### src/rtl/bpm_link_pkg.sv
// Shared definitions for the BPM Aurora link: record layout, default magic
// and the transmit serializer state encoding.
package bpm_link_pkg;

  localparam int BPM_RECORD_WIDTH = 112;
  localparam int HDR_WIDTH        = 16;
  localparam int FIELD_WIDTH      = 32;
  localparam int HDR_LSB          = 96;
  localparam int X_LSB            = 64;
  localparam int Y_LSB            = 32;
  localparam int S_LSB            = 0;

  localparam logic [15:0] DEFAULT_MAGIC = 16'hA5BE;

  typedef enum logic [2:0] {
    IDLE,
    SEND_HDR,
    SEND_X,
    SEND_Y,
    SEND_S
  } bpm_tx_state_e;

endpackage

### src/rtl/bpm_record_fifo.sv
// Synchronous record FIFO; read data is combinational from the read pointer,
// so the head record is visible the cycle after it is pushed.
module bpm_record_fifo
  import bpm_link_pkg::*;
#(
  parameter int  DEPTH = 4,
  parameter int  WIDTH = BPM_RECORD_WIDTH,
  localparam int LVL_W = $clog2(DEPTH) + 1,
  localparam int PTR_W = $clog2(DEPTH)
) (
  input  logic             i_clk,
  input  logic             i_rst,
  input  logic             i_push,
  input  logic [WIDTH-1:0] i_data,
  input  logic             i_pop,
  output logic [WIDTH-1:0] o_data,
  output logic             o_full,
  output logic             o_empty,
  output logic [LVL_W-1:0] o_level
);

  logic [WIDTH-1:0] r_mem [DEPTH];
  logic [PTR_W-1:0] r_wr_ptr;
  logic [PTR_W-1:0] r_rd_ptr;
  logic [LVL_W-1:0] r_level;

  always_ff @(posedge i_clk) begin
    if (i_push) r_mem[r_wr_ptr] <= i_data;
  end

  // Pointers wrap naturally because DEPTH is a power of two.
  always_ff @(posedge i_clk) begin
    if (i_rst) begin
      r_wr_ptr <= '0;
      r_rd_ptr <= '0;
      r_level  <= '0;
    end else begin
      if (i_push) r_wr_ptr <= r_wr_ptr + PTR_W'(1);
      if (i_pop)  r_rd_ptr <= r_rd_ptr + PTR_W'(1);
      case ({i_push, i_pop})
        2'b10:   r_level <= r_level + LVL_W'(1);
        2'b01:   r_level <= r_level - LVL_W'(1);
        default: r_level <= r_level;
      endcase
    end
  end

  assign o_data  = r_mem[r_rd_ptr];
  assign o_full  = (r_level == LVL_W'(DEPTH));
  assign o_empty = (r_level == '0);
  assign o_level = r_level;

endmodule

### src/rtl/write_bpm_link.sv
// BPM Aurora link transmitter: queues 112-bit records and serializes each
// into a 4-word AXI-Stream packet {MAGIC,header}, X, Y, S with statistics.
module write_bpm_link
  import bpm_link_pkg::*;
#(
  parameter int          FIFO_DEPTH  = 4,
  parameter logic [15:0] MAGIC       = DEFAULT_MAGIC,
  parameter int          COUNT_WIDTH = 16,
  localparam int         LVL_W       = $clog2(FIFO_DEPTH) + 1
) (
  input  logic                        auroraUserClk,
  input  logic                        auroraUserReset,
  input  logic                        auroraFAstrobe,
  input  logic                        inhibit,
  input  logic                        counterClear,
  input  logic                        recordStrobe,
  input  logic [BPM_RECORD_WIDTH-1:0] recordData,
  output logic [31:0]                 TX_tdata,
  output logic                        TX_tvalid,
  output logic                        TX_tlast,
  input  logic                        TX_tready,
  output logic [COUNT_WIDTH-1:0]      sessionPacketCount,
  output logic [COUNT_WIDTH-1:0]      txPacketCount,
  output logic [COUNT_WIDTH-1:0]      dropCount,
  output logic [LVL_W-1:0]            fifoLevel,
  output logic                        busy
);

  bpm_tx_state_e               r_state;
  bpm_tx_state_e               w_state_nxt;
  logic [BPM_RECORD_WIDTH-1:0] r_hold;
  logic [BPM_RECORD_WIDTH-1:0] w_fifo_data;
  logic                        w_full;
  logic                        w_empty;
  logic                        w_last_hs;
  logic                        w_pop;
  logic                        w_req;
  logic                        w_push;
  logic                        w_drop;
  logic [COUNT_WIDTH-1:0]      r_tx_cnt;
  logic [COUNT_WIDTH-1:0]      r_drop_cnt;
  logic [COUNT_WIDTH-1:0]      r_sess_cnt;
  logic [COUNT_WIDTH-1:0]      r_sess_out;

  // SEND_S always drives tvalid, so its handshake is just tready.
  assign w_last_hs = (r_state == SEND_S) && TX_tready;
  assign w_pop     = !w_empty && ((r_state == IDLE) || w_last_hs);
  assign w_req     = recordStrobe && !inhibit;
  assign w_push    = w_req && (!w_full || w_pop);
  assign w_drop    = w_req && w_full && !w_pop;

  bpm_record_fifo #(
    .DEPTH (FIFO_DEPTH),
    .WIDTH (BPM_RECORD_WIDTH)
  ) u_fifo (
    .i_clk   (auroraUserClk),
    .i_rst   (auroraUserReset),
    .i_push  (w_push),
    .i_data  (recordData),
    .i_pop   (w_pop),
    .o_data  (w_fifo_data),
    .o_full  (w_full),
    .o_empty (w_empty),
    .o_level (fifoLevel)
  );

  always_ff @(posedge auroraUserClk) begin
    if (auroraUserReset) r_state <= IDLE;
    else                 r_state <= w_state_nxt;
  end

  // The holding register only changes on a pop, which keeps tdata stable under backpressure.
  always_ff @(posedge auroraUserClk) begin
    if (w_pop) r_hold <= w_fifo_data;
  end

  always_comb begin
    w_state_nxt = r_state;
    TX_tvalid   = 1'b0;
    TX_tlast    = 1'b0;
    TX_tdata    = '0;
    case (r_state)
      IDLE: begin
        if (w_pop) w_state_nxt = SEND_HDR;
      end
      SEND_HDR: begin
        TX_tvalid = 1'b1;
        TX_tdata  = {MAGIC, r_hold[HDR_LSB +: HDR_WIDTH]};
        if (TX_tready) w_state_nxt = SEND_X;
      end
      SEND_X: begin
        TX_tvalid = 1'b1;
        TX_tdata  = r_hold[X_LSB +: FIELD_WIDTH];
        if (TX_tready) w_state_nxt = SEND_Y;
      end
      SEND_Y: begin
        TX_tvalid = 1'b1;
        TX_tdata  = r_hold[Y_LSB +: FIELD_WIDTH];
        if (TX_tready) w_state_nxt = SEND_S;
      end
      SEND_S: begin
        TX_tvalid = 1'b1;
        TX_tlast  = 1'b1;
        TX_tdata  = r_hold[S_LSB +: FIELD_WIDTH];
        if (TX_tready) w_state_nxt = w_empty ? IDLE : SEND_HDR;
      end
      default: w_state_nxt = IDLE;
    endcase
  end

  always_ff @(posedge auroraUserClk) begin
    if (auroraUserReset) begin
      r_tx_cnt   <= '0;
      r_drop_cnt <= '0;
      r_sess_cnt <= '0;
      r_sess_out <= '0;
    end else begin
      if (counterClear)   r_tx_cnt <= '0;
      else if (w_last_hs) r_tx_cnt <= r_tx_cnt + 1'b1;

      if (counterClear) r_drop_cnt <= '0;
      else if (w_drop && (r_drop_cnt != {COUNT_WIDTH{1'b1}}))
        r_drop_cnt <= r_drop_cnt + 1'b1;

      // A packet finishing on the FA strobe belongs to the new session.
      if (auroraFAstrobe) begin
        r_sess_out <= r_sess_cnt;
        r_sess_cnt <= {{(COUNT_WIDTH-1){1'b0}}, w_last_hs};
      end else if (w_last_hs) begin
        r_sess_cnt <= r_sess_cnt + 1'b1;
      end
    end
  end

  assign sessionPacketCount = r_sess_out;
  assign txPacketCount      = r_tx_cnt;
  assign dropCount          = r_drop_cnt;
  assign busy               = (r_state != IDLE);

endmodule

### config.mk
export PLATFORM = sky130hd
export DESIGN_NAME = write_bpm_link
export DESIGN_NICKNAME = d
export VERILOG_FILES = /design/src/rtl/bpm_link_pkg.sv /design/src/rtl/bpm_record_fifo.sv /design/src/rtl/write_bpm_link.sv
export SDC_FILE = /design/constraint.sdc
export NUM_CORES = 1
export LEC_CHECK = 0
export BUFFER_PORTS_ARGS = -buffer_cell sky130_fd_sc_hd__buf_4
export CORE_MARGIN = 5
export CORE_UTILIZATION = 60
export CTS_BUF_LIST = sky130_fd_sc_hd__clkbuf_16
export CTS_CLUSTER_DIAMETER = 80
export DETAILED_ROUTE_END_ITERATION = 6
export PLACE_DENSITY_LB_ADDON = 0.12
export SLEW_MARGIN = 10
export SYNTH_ARGS = -nofsm -noshare
export SYNTH_HDL_FRONTEND = slang
export SYNTH_SLANG_ARGS = --single-unit
### constraint.sdc
create_clock -name auroraUserClk -period 28.7 [get_ports auroraUserClk]
set_clock_uncertainty 0.2 [all_clocks]
set_input_delay 2.87 -clock auroraUserClk [delete_from_list [all_inputs] [get_ports auroraUserClk]]
set_output_delay 2.87 -clock auroraUserClk [all_outputs]
set_load 0.01 [all_outputs]
== Word-level counts from Yosys, hierarchy flattened ==
Memories as Yosys holds them, arrays and structs flattened. A register that Yosys moved wholly into a read port is not among the register bits.
Index checks and enable logic that the tools add are counted.
Operators by class
  reductions and logical operators: 22
  muxes and demuxes: 15
  equality and inequality tests: 13
  $add $sub $neg: 7
Operator list (number)
  one-hot mux 32 bit (4 select lines): 1
  adder 16 x 1 -> 16 bit, second input constant: 3
  inequality test 16 bit, second input constant: 1
  2-to-1 mux 3 bit: 5
  one-hot mux 3 bit (5 select lines): 1
  inequality test 2 bit, second input constant: 4
  logical AND 1 bit: 7
  2-to-1 mux 1 bit: 7
  == test 3 x 2 -> 1 bit, second input constant: 2
  == test 3 bit, second input constant: 2
  zero test 3 bit: 2
  one-hot mux 3 bit (2 select lines): 1
  AND reduction 5 bit: 1
  adder 2 x 1 -> 2 bit, second input constant: 2
  zero test 1 bit: 4
  nonzero test 2 bit: 2
  OR reduction 2 bit: 2
  OR reduction 4 bit: 1
  adder 3 x 1 -> 3 bit, second input constant: 1
  == test 3 x 1 -> 1 bit, second input constant: 1
  nonzero test 3 bit: 1
  subtractor 3 x 1 -> 3 bit, second input constant: 1
  == test 2 x 1 -> 1 bit, second input constant: 1
  == test 2 bit, second input constant: 1
  other kinds (2): 3
Word-level totals
  register bits: 74
  bits of input ports: 119
  output and inout port bits: 86
  word-level logic and storage cells: 67
  memories: 1
  bits in writable memories: 448
Memories
  u_fifo.r_mem: words 4, bits a word 112, rd ports 1, clocked after Yosys merged registers in 1, wr ports 1, RTL line bpm_record_fifo.sv:22  | logic [WIDTH-1:0] r_mem [DEPTH];

== Depth between registers and ports, before layout ==
  depth after elaboration: 8
  depth in mapped cells: 9
  gate-level depth less buffers: 7

== Modules after synthesis ==
From an unflattened synthesis, not the netlist that was laid out.
Second synthesis, totals
  cell total of the unflattened synthesis: 1245
  area, all modules: 24104.4 um^2
Modules (own cells, without submodules)
  bpm_record_fifo: times used 1, seq. area each 13633.1 um^2, area an instance 16679.7 um^2, cells an instance 632
  write_bpm_link: times used 1, seq. area each 4704.5 um^2, area an instance 7424.6 um^2, cells an instance 613

== Worst setup path before layout ==
No wires, ideal clock.
  path type: input port to flip-flop
  start: in TX_tready
  end: reg r_hold[0] (read register of u_fifo.r_mem), enable pin
  library setup time: 0.724 ns
  stages on the path: 3
  data required time: 27.776 ns
  buffers on the path: 1
  arrival time: 10.822 ns
  setup slack: 16.954 ns
  cell sequence: nor2b_1 -> clkbuf_1 -> nor3_1
On the way
  longest elaborated chain between the ends: 3
Ends and longest elaborated chain
  from (decl): RTL line write_bpm_link.sv:21  | input logic TX_tready,
  logical AND 1 bit: RTL line write_bpm_link.sv:46  | assign w_last_hs = (r_state == SEND_S) && TX_tready;
  logical OR 1 bit: RTL line write_bpm_link.sv:47  | assign w_pop = !w_empty && ((r_state == IDLE) || w_last_hs);
  logical AND 1 bit: RTL line write_bpm_link.sv:47
  via u_fifo.i_pop: RTL line bpm_record_fifo.sv:15  | input logic i_pop,
  to (decl): RTL line write_bpm_link.sv:31  | logic [BPM_RECORD_WIDTH-1:0] r_hold;
The timed path passes the listed nets, and every way through them passes these cells.
A chain may end at the register's enable or synchronous reset.

== Worst setup path after layout ==
  start: reg r_state[2]
  end: out TX_tdata[15]
On the way
  longest elaborated chain between the ends: 2
  elaborated cells between the ends (all ways): 5
  classes of those cells: 4 x eq/ne; 1 x mux
Ends and longest elaborated chain
  from (decl): RTL line write_bpm_link.sv:29  | bpm_tx_state_e r_state;
  from (signal assigned): RTL line write_bpm_link.sv:69  | else r_state <= w_state_nxt;
  == test 3 bit, or another cell as far along: RTL line write_bpm_link.sv:82  | case (r_state)
  one-hot mux 32 bit (4 select lines) (*): RTL line write_bpm_link.sv:82
  to (decl): RTL line write_bpm_link.sv:18  | output logic [31:0] TX_tdata,
Mark *: on every way between the ends. The rest lies on a longest branch, timed or not.

==> results_dict.tcl <==
set metrics [dict create \
    setup_viol 0 \
    initial_core_util_pct 60.4 \
    setup_slack_ps 22350 \
    core.rowCount 73 \
    hold_buffers 0 \
    critPathSlowestCell "nor2b_2" \
    antenna_left 0 \
    p_per_area_mw_per_mm2 86.4 \
    grt_usage_pct 22.4 \
    post_cts_buffers 0 \
    power_leakage_nw 9.15 \
    endpoint_kind "primary output" \
    slowest_delay_ps 940 \
    dp_cells 1916 \
    synth_fp_nets 1366 \
    p_total_w 0.00242 \
    drc_errors 0 \
    die_h_microns 209 \
    hpwl_microns 29000 \
    die_width_microns 209 \
    port_buffers 204 \
    core-area_sq_mm 0.0395 \
    synth_warnings 0 \
    grt_overflow_total 0 \
    cts_sinks 634 \
    drtPass1Iterations 7 \
    routed_wl_microns 49800 \
    synth_seq_cells 634 \
    insertion_delay_ps 620 \
    yosys.area.top_type "edfxtp_1" \
    cts_max_level 2 \
    critPathArrivalTime_ps 3280 \
    synth_area_leaders "edfxtp_1 71%, mux4_2 11%, dfxtp_1 6.2%" \
    routed_via_density 6.07 \
    layout-drive-gt1-share_pct 29.8 \
    post-route-period-util_pct 22.1 \
    syn_avg_cell_area_sq_um 19.2 \
    antenna_found_initial 5 \
    cap_viol_max_count 0 \
    cp_num_buf_inv 1 \
    cts-root-buf "clkbuf_16" \
    vdd_ir_drop_max_mv 0.0781 \
    grt_pass1_wl_microns 74900 \
    cts-resized-gates 0 \
    clockBufferDepth 3 \
    cts_made_buffers 61 \
    seq_area_frac_synth_pct 76.8 \
    wl_per_cell_microns 24.5 \
    hp-class "flop to flop" \
    rsz0062_at_grt "false" \
    place.gp.congestion 0.824 \
    fin_nets 1581 \
    status "finished clean" \
    final_hold_viol_count 0 \
    ys_types 52 \
    synthMostInstantiatedCell "edfxtp_1" \
    path_max_fanout 23 \
    post-place-ws_ps 22580 \
    synth_edf_count 560 \
    drv_slew 0 \
    fin_crit_ps 6350 \
    syn_inst 1239 \
    area_growth_pct 17.4 \
    fin_cells 2034 \
    path_cells "nor2b_2 -> a22oi_1 -> o22ai_1 -> buf_4" \
    cts_tree "built" \
    fin_tns_setup_ps 0 \
    grt_pass1_vias 12200 \
    path_delay_family "simple AND/OR/NAND/NOR gates" \
    synth_top_flop_cell "edfxtp_1" \
    async_flop_share_pct 0 \
    die_area_sq_mm 0.0438 \
    cp_data_required_time_ps 25630 \
    drt_iter0_drc 1239 \
    critical_path_class "flop to primary output" \
    synth_area_sq_mm 0.0238 \
    fin_hold_ws_ps 288 \
    worst_pin_slew_ps 1120 \
    slew_headroom_pct 25.7 \
    grt_start_max_net_pins 72 \
    ioPinCount 205 \
    timing.fmax_ghz 0.158 \
    synth_top_area_share_pct 70.6 \
    synth_common_cells "560 x edfxtp_1, 112 x mux4_2, 74 x dfxtp_1" \
    cts.clk_slew.worst_paths_ps 60 \
    cp-start-kind "flop" \
    via_count 12300 \
]
==> area by class of cell <==
| type | count | area [sq um] |
|---|---|---|
| antenna | 4 | 10.0 |
| clock buffer | 61 | 1530 |
| clock inverter | 53 | 542 |
| fill | 2461 | 11500 |
| inverter | 10 | 37.5 |
| multi-input combinational | 530 | 5250 |
| sequential | 634 | 18300 |
| tap | 525 | 657 |
| timing repair buffer | 217 | 1630 |
==> kinds of logic (layout without fill, tap and decap cells) <==
kind of cell,count (synthesis),after routing,share of synthesized area [%]
flops,634,634,76.8
simple gates,221,221,4.80
mux,149,149,12.2
compound gates,128,128,3.58
buf+inv,75,341,1.29
xor+xnor,24,24,0.883
fa+ha+maj,8,8,0.452
other cells,0,4,0
==> tightest hold or removal path: cells and delay by family (launching register included) <==
family,cells,cell delay [ps]
AO/OA/AOI/OAI,2,130
flip-flops,1,320
==> through the flow <==
stage	area [sq um]	util [%]
6_report	28000	70.9
3_5_place_dp	25900	65.6
3_3_place_gp	25900	65.6
4_1_cts	28000	70.8
2_1_floorplan	23800	-
5_1_grt	28000	70.9
==> registers in the layout (all words and copies together) (netlist names) <==
signal              count
dropCount              16
r_hold                112
r_sess_cnt             16
r_state                 3
sessionPacketCount     16
txPacketCount          16
u_fifo.o_level          3
u_fifo.r_mem          448
u_fifo.r_rd_ptr         2
u_fifo.r_wr_ptr         2
==> worst paths after layout <==
kind / startpoint / to / slack (ps) / depth (start not counted)
max reg2reg: r_state[1] / u_fifo.r_mem[0][30] / 24800 / 5
min: txPacketCount[15] / txPacketCount[15] / 290 / 2
min reg2reg: txPacketCount[15] / txPacketCount[15] / 290 / 2
max: r_state[2] / TX_tdata[15] / 22350 / 4
==> cell usage in the layout (no fill, tap or decap), types with 7 or more instances in the layout <==
master,Yosys,layout
a21oi_1,34,34
a22oi_1,23,23
buf_4,0,217
bufinv_16,0,10
clkbuf_16,0,61
clkinv_1,0,8
clkinv_2,0,17
dfxtp_1,74,70
edfxtp_1,560,560
ha_1,7,7
inv_1,10,17
mux2i_1,36,36
mux4_2,112,112
nand2_1,47,47
nand3_1,18,18
nand4_1,13,13
nand4b_1,7,7
nor2_1,59,59
nor3_1,9,8
nor4_1,11,10
o21ai_0,18,18
o22ai_1,16,16
o31ai_1,14,14
or3_1,12,12
or4_1,11,11
xnor2_1,16,16
xor2_1,8,8
==> metal layers <==
metal	GRT usage (%)	share of wire [%]	up-vias
li1	-	-	5469
met1	34.2	43	6330
met2	34.1	48	473
met3	3.86	6.7	71
met4	6.64	2.5	0
met5	0	0	-
==> power by group <==
group	switching [W]	leakage (nW)	internal, W	total, W
sequential	0.0000644	5.72	0.00116	0.00122
clock	0.000342	1.04	0.000479	0.000821
combinational	0.000213	2.39	0.000161	0.000375
total	0.000620	9.15	0.00180	0.00242
(Power assumes the default switching activity.)
